`src/rtl/cpu_ad48_irq_ctrl_pkg.sv`:
```
// rtl/cpu_ad48_irq_ctrl_pkg.sv - shared register map and field constants for the irq controller
package cpu_ad48_irq_ctrl_pkg;

    localparam int DATA_W = 48;

    localparam logic [2:0] IRQC_ADDR_ENABLE   = 3'd0;
    localparam logic [2:0] IRQC_ADDR_MODE     = 3'd1;
    localparam logic [2:0] IRQC_ADDR_PENDING  = 3'd2;
    localparam logic [2:0] IRQC_ADDR_ROUTE    = 3'd3;
    localparam logic [2:0] IRQC_ADDR_CLAIM    = 3'd4;
    localparam logic [2:0] IRQC_ADDR_POLARITY = 3'd5;

    localparam int IRQC_CLAIM_VALID_BIT = 47;
    localparam int IRQC_ROUTE_W         = 2;

endpackage

```
`src/rtl/cpu_ad48_irq_sync.sv`:
```
// rtl/cpu_ad48_irq_sync.sv - per-source synchroniser, polarity correction and edge history
module cpu_ad48_irq_sync #(
    parameter int SYNC_STAGES = 2
) (
    input  logic clk,
    input  logic resetn,
    input  logic src,
    input  logic polarity,
    input  logic polarity_next,
    input  logic reload,
    output logic active,
    output logic rise
);

    logic [SYNC_STAGES-1:0] sync_q;
    logic                   hist_q;

    assign active = sync_q[SYNC_STAGES-1] ^ polarity;
    assign rise   = active & ~hist_q;

    // Shift the raw source through the synchroniser chain.
    always_ff @(posedge clk or negedge resetn) begin
        if (!resetn) begin
            sync_q <= '0;
        end else begin
            sync_q <= {sync_q[SYNC_STAGES-2:0], src};
        end
    end

    // Edge history; on a config change it is seeded with the level seen
    // under the polarity that takes effect, so no false edge appears.
    always_ff @(posedge clk or negedge resetn) begin
        if (!resetn) begin
            hist_q <= 1'b0;
        end else if (reload) begin
            hist_q <= sync_q[SYNC_STAGES-1] ^ polarity_next;
        end else begin
            hist_q <= active;
        end
    end

endmodule

```
`src/rtl/cpu_ad48_irq_ctrl.sv`:
```
// rtl/cpu_ad48_irq_ctrl.sv - external interrupt controller feeding the cpu_ad48 irq lines
module cpu_ad48_irq_ctrl
    import cpu_ad48_irq_ctrl_pkg::*;
#(
    parameter int NUM_SRC     = 8,
    parameter int IRQ_LINES   = 4,
    parameter int SYNC_STAGES = 2
) (
    input  logic                 clk,
    input  logic                 resetn,
    input  logic [NUM_SRC-1:0]   src,
    output logic [IRQ_LINES-1:0] irq,
    input  logic                 cfg_we,
    input  logic                 cfg_re,
    input  logic [2:0]           cfg_addr,
    input  logic [DATA_W-1:0]    cfg_wdata,
    output logic [DATA_W-1:0]    cfg_rdata
);

    logic [NUM_SRC-1:0]              enable, mode, polarity, pending;
    logic [IRQC_ROUTE_W*NUM_SRC-1:0] route;
    logic [NUM_SRC-1:0]              active, rise, changed, polarity_next, wsrc;
    logic [63:0]                     wdata_ext, rd_mux;
    logic [IRQ_LINES-1:0]            irq_next;
    logic [NUM_SRC-1:0]              pend_en;
    logic [5:0]                      claim_id;
    logic                            claim_valid;
    logic                            wr_enable, wr_mode, wr_pending, wr_route, wr_polarity;
    logic                            unused_wdata;

    assign wdata_ext    = {16'b0, cfg_wdata};
    assign wsrc         = cfg_wdata[NUM_SRC-1:0];
    assign unused_wdata = ^wdata_ext;

    assign wr_enable   = cfg_we && (cfg_addr == IRQC_ADDR_ENABLE);
    assign wr_mode     = cfg_we && (cfg_addr == IRQC_ADDR_MODE);
    assign wr_pending  = cfg_we && (cfg_addr == IRQC_ADDR_PENDING);
    assign wr_route    = cfg_we && (cfg_addr == IRQC_ADDR_ROUTE);
    assign wr_polarity = cfg_we && (cfg_addr == IRQC_ADDR_POLARITY);

    assign polarity_next = wr_polarity ? wsrc : polarity;
    assign changed       = (wr_mode     ? (wsrc ^ mode)     : '0)
                         | (wr_polarity ? (wsrc ^ polarity) : '0);
    assign pend_en       = pending & enable;

    genvar gi;
    generate
        for (gi = 0; gi < NUM_SRC; gi++) begin : g_src
            cpu_ad48_irq_sync #(.SYNC_STAGES(SYNC_STAGES)) u_sync (
                .clk           (clk),
                .resetn        (resetn),
                .src           (src[gi]),
                .polarity      (polarity[gi]),
                .polarity_next (polarity_next[gi]),
                .reload        (changed[gi]),
                .active        (active[gi]),
                .rise          (rise[gi])
            );
        end
    endgenerate

    // Configuration registers written directly from the register port.
    always_ff @(posedge clk or negedge resetn) begin
        if (!resetn) begin
            enable   <= '0;
            mode     <= '0;
            polarity <= '0;
            route    <= '0;
        end else begin
            if (wr_enable)   enable   <= wsrc;
            if (wr_mode)     mode     <= wsrc;
            if (wr_polarity) polarity <= wsrc;
            if (wr_route)    route    <= wdata_ext[IRQC_ROUTE_W*NUM_SRC-1:0];
        end
    end

    // Pending: edge sources latch rises (set beats W1C), level sources track a_i.
    always_ff @(posedge clk or negedge resetn) begin
        if (!resetn) begin
            pending <= '0;
        end else begin
            for (int i = 0; i < NUM_SRC; i++) begin
                if (changed[i]) begin
                    pending[i] <= 1'b0;
                end else if (mode[i]) begin
                    if (rise[i]) begin
                        pending[i] <= 1'b1;
                    end else if (wr_pending && wsrc[i]) begin
                        pending[i] <= 1'b0;
                    end
                end else begin
                    pending[i] <= active[i];
                end
            end
        end
    end

    // Route OR-reduction onto the CPU lines and lowest-index claim encoder.
    always_comb begin
        irq_next    = '0;
        claim_id    = '0;
        claim_valid = |pend_en;
        for (int l = 0; l < IRQ_LINES; l++) begin
            for (int i = 0; i < NUM_SRC; i++) begin
                if (pend_en[i] && (route[IRQC_ROUTE_W*i +: IRQC_ROUTE_W] == IRQC_ROUTE_W'(l))) begin
                    irq_next[l] = 1'b1;
                end
            end
        end
        for (int i = NUM_SRC - 1; i >= 0; i--) begin
            if (pend_en[i]) begin
                claim_id = 6'(i);
            end
        end
    end

    // Read data multiplexer over the register map.
    always_comb begin
        rd_mux = '0;
        case (cfg_addr)
            IRQC_ADDR_ENABLE:   rd_mux[NUM_SRC-1:0] = enable;
            IRQC_ADDR_MODE:     rd_mux[NUM_SRC-1:0] = mode;
            IRQC_ADDR_PENDING:  rd_mux[NUM_SRC-1:0] = pending;
            IRQC_ADDR_ROUTE:    rd_mux[IRQC_ROUTE_W*NUM_SRC-1:0] = route;
            IRQC_ADDR_CLAIM: begin
                rd_mux[IRQC_CLAIM_VALID_BIT] = claim_valid;
                rd_mux[5:0]                  = claim_id;
            end
            IRQC_ADDR_POLARITY: rd_mux[NUM_SRC-1:0] = polarity;
            default:            rd_mux = '0;
        endcase
    end

    // Registered outputs: irq levels every cycle, read data only on cfg_re.
    always_ff @(posedge clk or negedge resetn) begin
        if (!resetn) begin
            irq       <= '0;
            cfg_rdata <= '0;
        end else begin
            irq <= irq_next;
            if (cfg_re) cfg_rdata <= rd_mux[DATA_W-1:0];
        end
    end

endmodule

```
`config.mk`:
```
export PLATFORM = sky130hd
export DESIGN_NAME = cpu_ad48_irq_ctrl
export DESIGN_NICKNAME = d
export VERILOG_FILES = /design/src/rtl/cpu_ad48_irq_ctrl_pkg.sv /design/src/rtl/cpu_ad48_irq_sync.sv /design/src/rtl/cpu_ad48_irq_ctrl.sv
export SDC_FILE = /design/constraint.sdc
export NUM_CORES = 1
export LEC_CHECK = 0
export ABC_AREA = 1
export CAP_MARGIN = 20
export CELL_PAD_IN_SITES_DETAIL_PLACEMENT = 0
export CELL_PAD_IN_SITES_GLOBAL_PLACEMENT = 1
export CORE_ASPECT_RATIO = 1.4
export CORE_UTILIZATION = 29
export CTS_CLUSTER_DIAMETER = 150
export DETAILED_ROUTE_END_ITERATION = 12
export PLACE_DENSITY_LB_ADDON = 0.1
export SLEW_MARGIN = 15
export SYNTH_ARGS = -nofsm -noshare
export SYNTH_HDL_FRONTEND = slang
export SYNTH_SLANG_ARGS = --single-unit
```
`constraint.sdc`:
```
create_clock -name clk -period 2.97 [get_ports clk]
set_clock_uncertainty 0.2 [all_clocks]
set_input_delay 0.594 -clock clk [delete_from_list [all_inputs] [get_ports clk]]
set_output_delay 0.594 -clock clk [all_outputs]
set_load 0.03 [all_outputs]
```
; ---- After elaboration in Yosys (flattened, before gate mapping)
; Cells that the tools add are included.
[op_classes]
n_eq_ne = 37
muxes = 87
n_bitwise = 36
n_reduce_logical = 55
[op_table]
columns = cell, count
row1 = $mux 1, 73
row2 = $logic_and 1x1->1, 45
row3 = $mux 6, 7
row4 = $pmux 6 s6, 1
row5 = $eq 2x2->1 const B, 16
row6 = $mux 8, 4
row7 = $ne 4x1->1 const B, 8
row8 = $eq 2x1->1 const B, 8
row9 = $logic_not 2->1, 8
row10 = $xor 1x1->1, 16
row11 = $xor 8x8->8, 2
row12 = $pmux 2 s5, 1
row13 = $and 1x1->1, 8
row14 = $and 8x8->8, 1
row15 = $not 1->1, 8
row16 = $or 8x8->8, 1
row17 = $reduce_or 8->1, 1
row18 = $eq 3x2->1 const B, 2
row19 = $eq 3x3->1 const B, 2
row20 = $eq 3x1->1 const B, 1
row21 = $logic_not 3->1, 1
row22 = $mux 3, 1
[word_totals]
ff_bits = 93
out_inout_bits = 52
wordCells = 245

; ---- Logic depth before layout (Yosys ltp)
[depth]
depth_word = 10
ltp_mapped = 12
mapped_depth_nobuf = 12

; ---- By module
; Synthesis repeated with hierarchy kept, for this count alone.
[unflattened]
hier_cells = 629
hier_area_um2 = 4909.7
[modules_own_cells]
columns = module, instances, cells_each, area_per_inst_um2, seq_area_each_um2
row1 = cpu_ad48_irq_ctrl, 1, 493, 3808.7, 1726.7
row2 = cpu_ad48_irq_sync, 8, 17, 137.6, 75.1

; ---- Least setup slack after synthesis
; No wires, ideal clock.
[synth_path]
path_type = input to register
startpoint = input cfg_addr[1]
endpoint = register enable[6]
setup_ps = 127
t_arrival_ps = 1393
setup_slack_ps = 1250
cell_stages = 5
path_buffers = 1
cell_sequence = nor3_2 -> nand2_4 -> buf_6 -> nand2_1 -> o21ai_0
[synth_via]
elab_chain_cells = 2
[synth_lines]
columns = item, line_no
row1 = start: declaration, cpu_ad48_irq_ctrl.sv:15  ; input logic [2:0] cfg_addr,
row2 = $logic_not 3->1, cpu_ad48_irq_ctrl.sv:35  ; assign wr_enable = cfg_we && (cfg_addr == IRQC_ADDR_ENABLE);
row3 = $logic_and 1x1->1, cpu_ad48_irq_ctrl.sv:35
row4 = end signal: assignment, cpu_ad48_irq_ctrl.sv:70  ; if (wr_enable) enable <= wsrc;
row5 = end: declaration, cpu_ad48_irq_ctrl.sv:20  ; logic [NUM_SRC-1:0] enable, mode, polarity, pending;
; No other way between the ends.
; A chain may end at the register's enable or synchronous reset.

; ---- Final worst setup path
[layout_path]
startpoint = input cfg_addr[2]
endpoint = register pending[7]
[layout_via]
elab_chain_cells = 5
word_cells_on_any_way = 12
[layout_lines]
columns = item, line_no
row1 = $eq 3x1->1 or $eq 3x3->1 (tied branches), "cpu_ad48_irq_ctrl.sv:36, cpu_ad48_irq_ctrl.sv:39"
row2 = "$logic_and 1x1->1, on equally long branches", "cpu_ad48_irq_ctrl.sv:36, cpu_ad48_irq_ctrl.sv:39"
row3 = "$mux 8, on equally long branches", "cpu_ad48_irq_ctrl.sv:42, cpu_ad48_irq_ctrl.sv:43"
row4 = $or 8x8->8, cpu_ad48_irq_ctrl.sv:43  ; | (wr_polarity ? (wsrc ^ polarity) : '0);
row5 = $ne 4x1->1 (no source line) or $mux 1 (tied branches), -
row6 = end signal: indexed assignment, cpu_ad48_irq_ctrl.sv:92  ; pending[i] <= active[i];
row7 = end: declaration, cpu_ad48_irq_ctrl.sv:20
; Several ways; a longest one is shown, not always the timed one.

==> impl_metrics.json <==
{
  "status": "complete, no violations",
  "start_util_pct": 29.8,
  "start_kind": "input port",
  "cts_root_buf": "clkbuf_16",
  "synth-seq-cells": 93,
  "whs_path_depth": 0,
  "synthXorXnorAreaFrac_pct": 4.71,
  "layout_commonest_cell": "nand2_1",
  "drt-total-wl_um": 11800,
  "leakagePower_uw": 0.00266,
  "criticalPathCategory": "in2reg",
  "insertion_delay_ps": 350,
  "synth.area.mux_share_pct": 0.242,
  "timing.final.crit_share_pct": 75.0,
  "min_path_type": "reg2reg",
  "hold_violations": 0,
  "core-area_mm2": 0.0156,
  "synthAdderAreaFrac_pct": 0,
  "worstHoldEndpoint": "g_src[4].u_sync.sync_q[1]$_DFF_PN0_",
  "synth-simple-area-share_pct": 21.8,
  "ff2ff_setup_slack_ps": 1310,
  "vias": 3685,
  "antenna_found_initial": 0,
  "postRouteAntennaNets": 0,
  "ios": 115,
  "netlist_area_mm2": 0.00465,
  "hpwlAfterDp_um": 8980,
  "setup_tns_ps": 0,
  "slew_viol_final": 0,
  "cts_post_setup_buffers_inserted": 0,
  "syn-instance-count": 544,
  "viasPerCell": 4.57,
  "antenna_cells": 0,
  "drc_errors": 0,
  "clock-sinks": 93,
  "ctsHoldBuffers": 1,
  "pwr_density_cell_mw_per_mm2": 683,
  "rr_worst_depth": 8,
  "grt-ovfl-total": 0,
  "yosysSeqAreaShare_pct": 50.1,
  "cts-buffers-inserted": 9,
  "grt_setup_unrepaired": "false",
  "die_h_um": 152,
  "clock.fmax_mhz": 449,
  "synth_top_family_by_area": "simple AND/OR/NAND/NOR gates",
  "grt_pass1_wl_um": 19100,
  "drt_iter0_drc": 136,
  "synth-compound-area-share_pct": 12.1,
  "nets": 669,
  "end_kind": "flop",
  "clk_transition_reported_paths_ps": 70,
  "grt_max_degree": 39,
  "wl_per_cell_um": 14.6,
  "yosysWarningCount": 0,
  "synth_area_per_cell_um2": 8.54,
  "die_w_um": 109,
  "whs_ps": 150,
  "worst_ep_required_time_ps": 2990,
  "yosysUniqueCellTypes": 31,
  "maxCapViolCount": 0,
  "cts_tree": "done",
  "worstReg2RegStart": "pending[5]$_DFFE_PN0P_",
  "drt-pass1-iter-count": 4,
  "rr_endpoint": "cfg_rdata[2]$_DFFE_PN0P_",
  "clock_path_buffers": 2,
  "routabilityCongestion": 0.798,
  "hp-start": "g_src[4].u_sync.sync_q[0]$_DFF_PN0_",
  "area_delta_synth_final_pct": 20.9,
  "num_rows": 54,
  "ir_drop_v": 0.000233,
  "finalCriticalPeriod_ps": 2230,
  "setup_violations": 0,
  "drive_gt1_share_pct": 7.53,
  "layout_common_cells": "134 x nand2_1, 93 x dfrtp_1, 50 x inv_1, 50 x clkdlybuf4s50_1, 40 x o21ai_0",
  "portBuffers": 51,
  "die_area_mm2": 0.0165,
  "track_usage_pct": 15.5,
  "post_cts_resized": 0,
  "cp_max_fo": 21,
  "grt_pass1_vias": 3500,
  "cts-htree-levels": 3,
  "crit_arrival_ps": 2250
}
## worst max-delay path, stage by stage
cell             delay (ps)
clkdlybuf4s50_1         540
inv_1                   180
nand2_1                 180
nor2_1                  130
buf_4                   240
o21ai_0                 170
o2111ai_1               110
o21ai_0                 110
## final cells by class
cell class                      count  area, um2
Fill cell                        1622       9990
Sequential cell                    93       2330
Multi-Input combinational cell    385       1920
Timing Repair Buffer               63        613
Tap cell                          196        245
Clock buffer                       10        239
Inverter                           54        205
Clock inverter                      6       67.6
## per-layer routing
metal  wire (um)  vias to the layer above  track usage [%]  share of wire, %
li1            -                     1854                -                 -
met1        5180                     1738             19.6                44
met2        5950                       76             25.8                50
met3         390                       17             2.69               3.3
met4         270                        0             6.55               2.3
met5           0                        -                0                 0
## synthesized netlist by cell type, drive strengths merged
| cell type | n | area share, % |
|---|---|---|
| o2111ai | 6 | 1.1 |
| nand3 | 27 | 2.9 |
| inv | 53 | 4.3 |
| nor3 | 23 | 2.6 |
| conb | 1 | 0.081 |
| clkinv | 1 | 0.081 |
| buf | 40 | 6.4 |
| a22oi | 5 | 0.81 |
| o211ai | 4 | 0.65 |
| o21ai | 53 | 6.4 |
| o31ai | 9 | 1.5 |
| a31oi | 4 | 0.54 |
| mux2 | 1 | 0.24 |
| nand2 | 137 | 11 |
| nor4 | 4 | 0.54 |
| nand4 | 8 | 1.1 |
| clkbuf | 2 | 0.16 |
| xor2 | 25 | 4.7 |
| a21oi | 11 | 1.2 |
| dfrtp | 93 | 50 |
| nor2 | 37 | 3.3 |
## through the flow
step	utilization [%]	instance area, um2	instances	total power, uW	worst slack (ps)
final	36.0	5620	807	3840	743
after global routing	36.0	5620	807	4100	569
after CTS	36.0	5620	807	3900	732
after detailed placement	34.0	5300	790	2670	366
after global placement	34.0	5300	790	2650	381
after floorplan	-	4760	574	2330	1250
## flip-flops by register name (all words and copies together) (netlist names)
signal,count
cfg_rdata,17
route,16
mode,8
irq,4
enable,8
pending,8
polarity,8
g_src.u_sync.sync_q,16
g_src.u_sync.hist_q,8
## power by group
part | switching [uW] | leakage (uW) | internal [uW]
combinational | 588 | 0.00137 | 355
clock | 517 | 0.000145 | 680
sequential | 199 | 0.00114 | 1500
total | 1300 | 0.00266 | 2530
## worst max path at each step
stage	endpoint	startpoint	cells after the start	slack, ps
2_1_floorplan	enable[6]$_DFFE_PN0P_	cfg_addr[1]	5	1250
3_3_place_gp	pending[7]$_DFFE_PN0P_	cfg_addr[2]	8	380
3_5_place_dp	pending[7]$_DFFE_PN0P_	cfg_addr[2]	8	370
4_1_cts	pending[1]$_DFFE_PN0P_	cfg_addr[2]	8	730
5_1_grt	pending[4]$_DFFE_PN0P_	cfg_addr[1]	10	570
6_report	pending[7]$_DFFE_PN0P_	cfg_addr[2]	8	740
## logic make-up after synthesis
group / after synthesis
compound gates: 92
xor+xnor: 25
simple gates: 236
other cells: 1
mux: 1
buf+inv: 96
flops: 93
(Power assumes the default switching activity.)
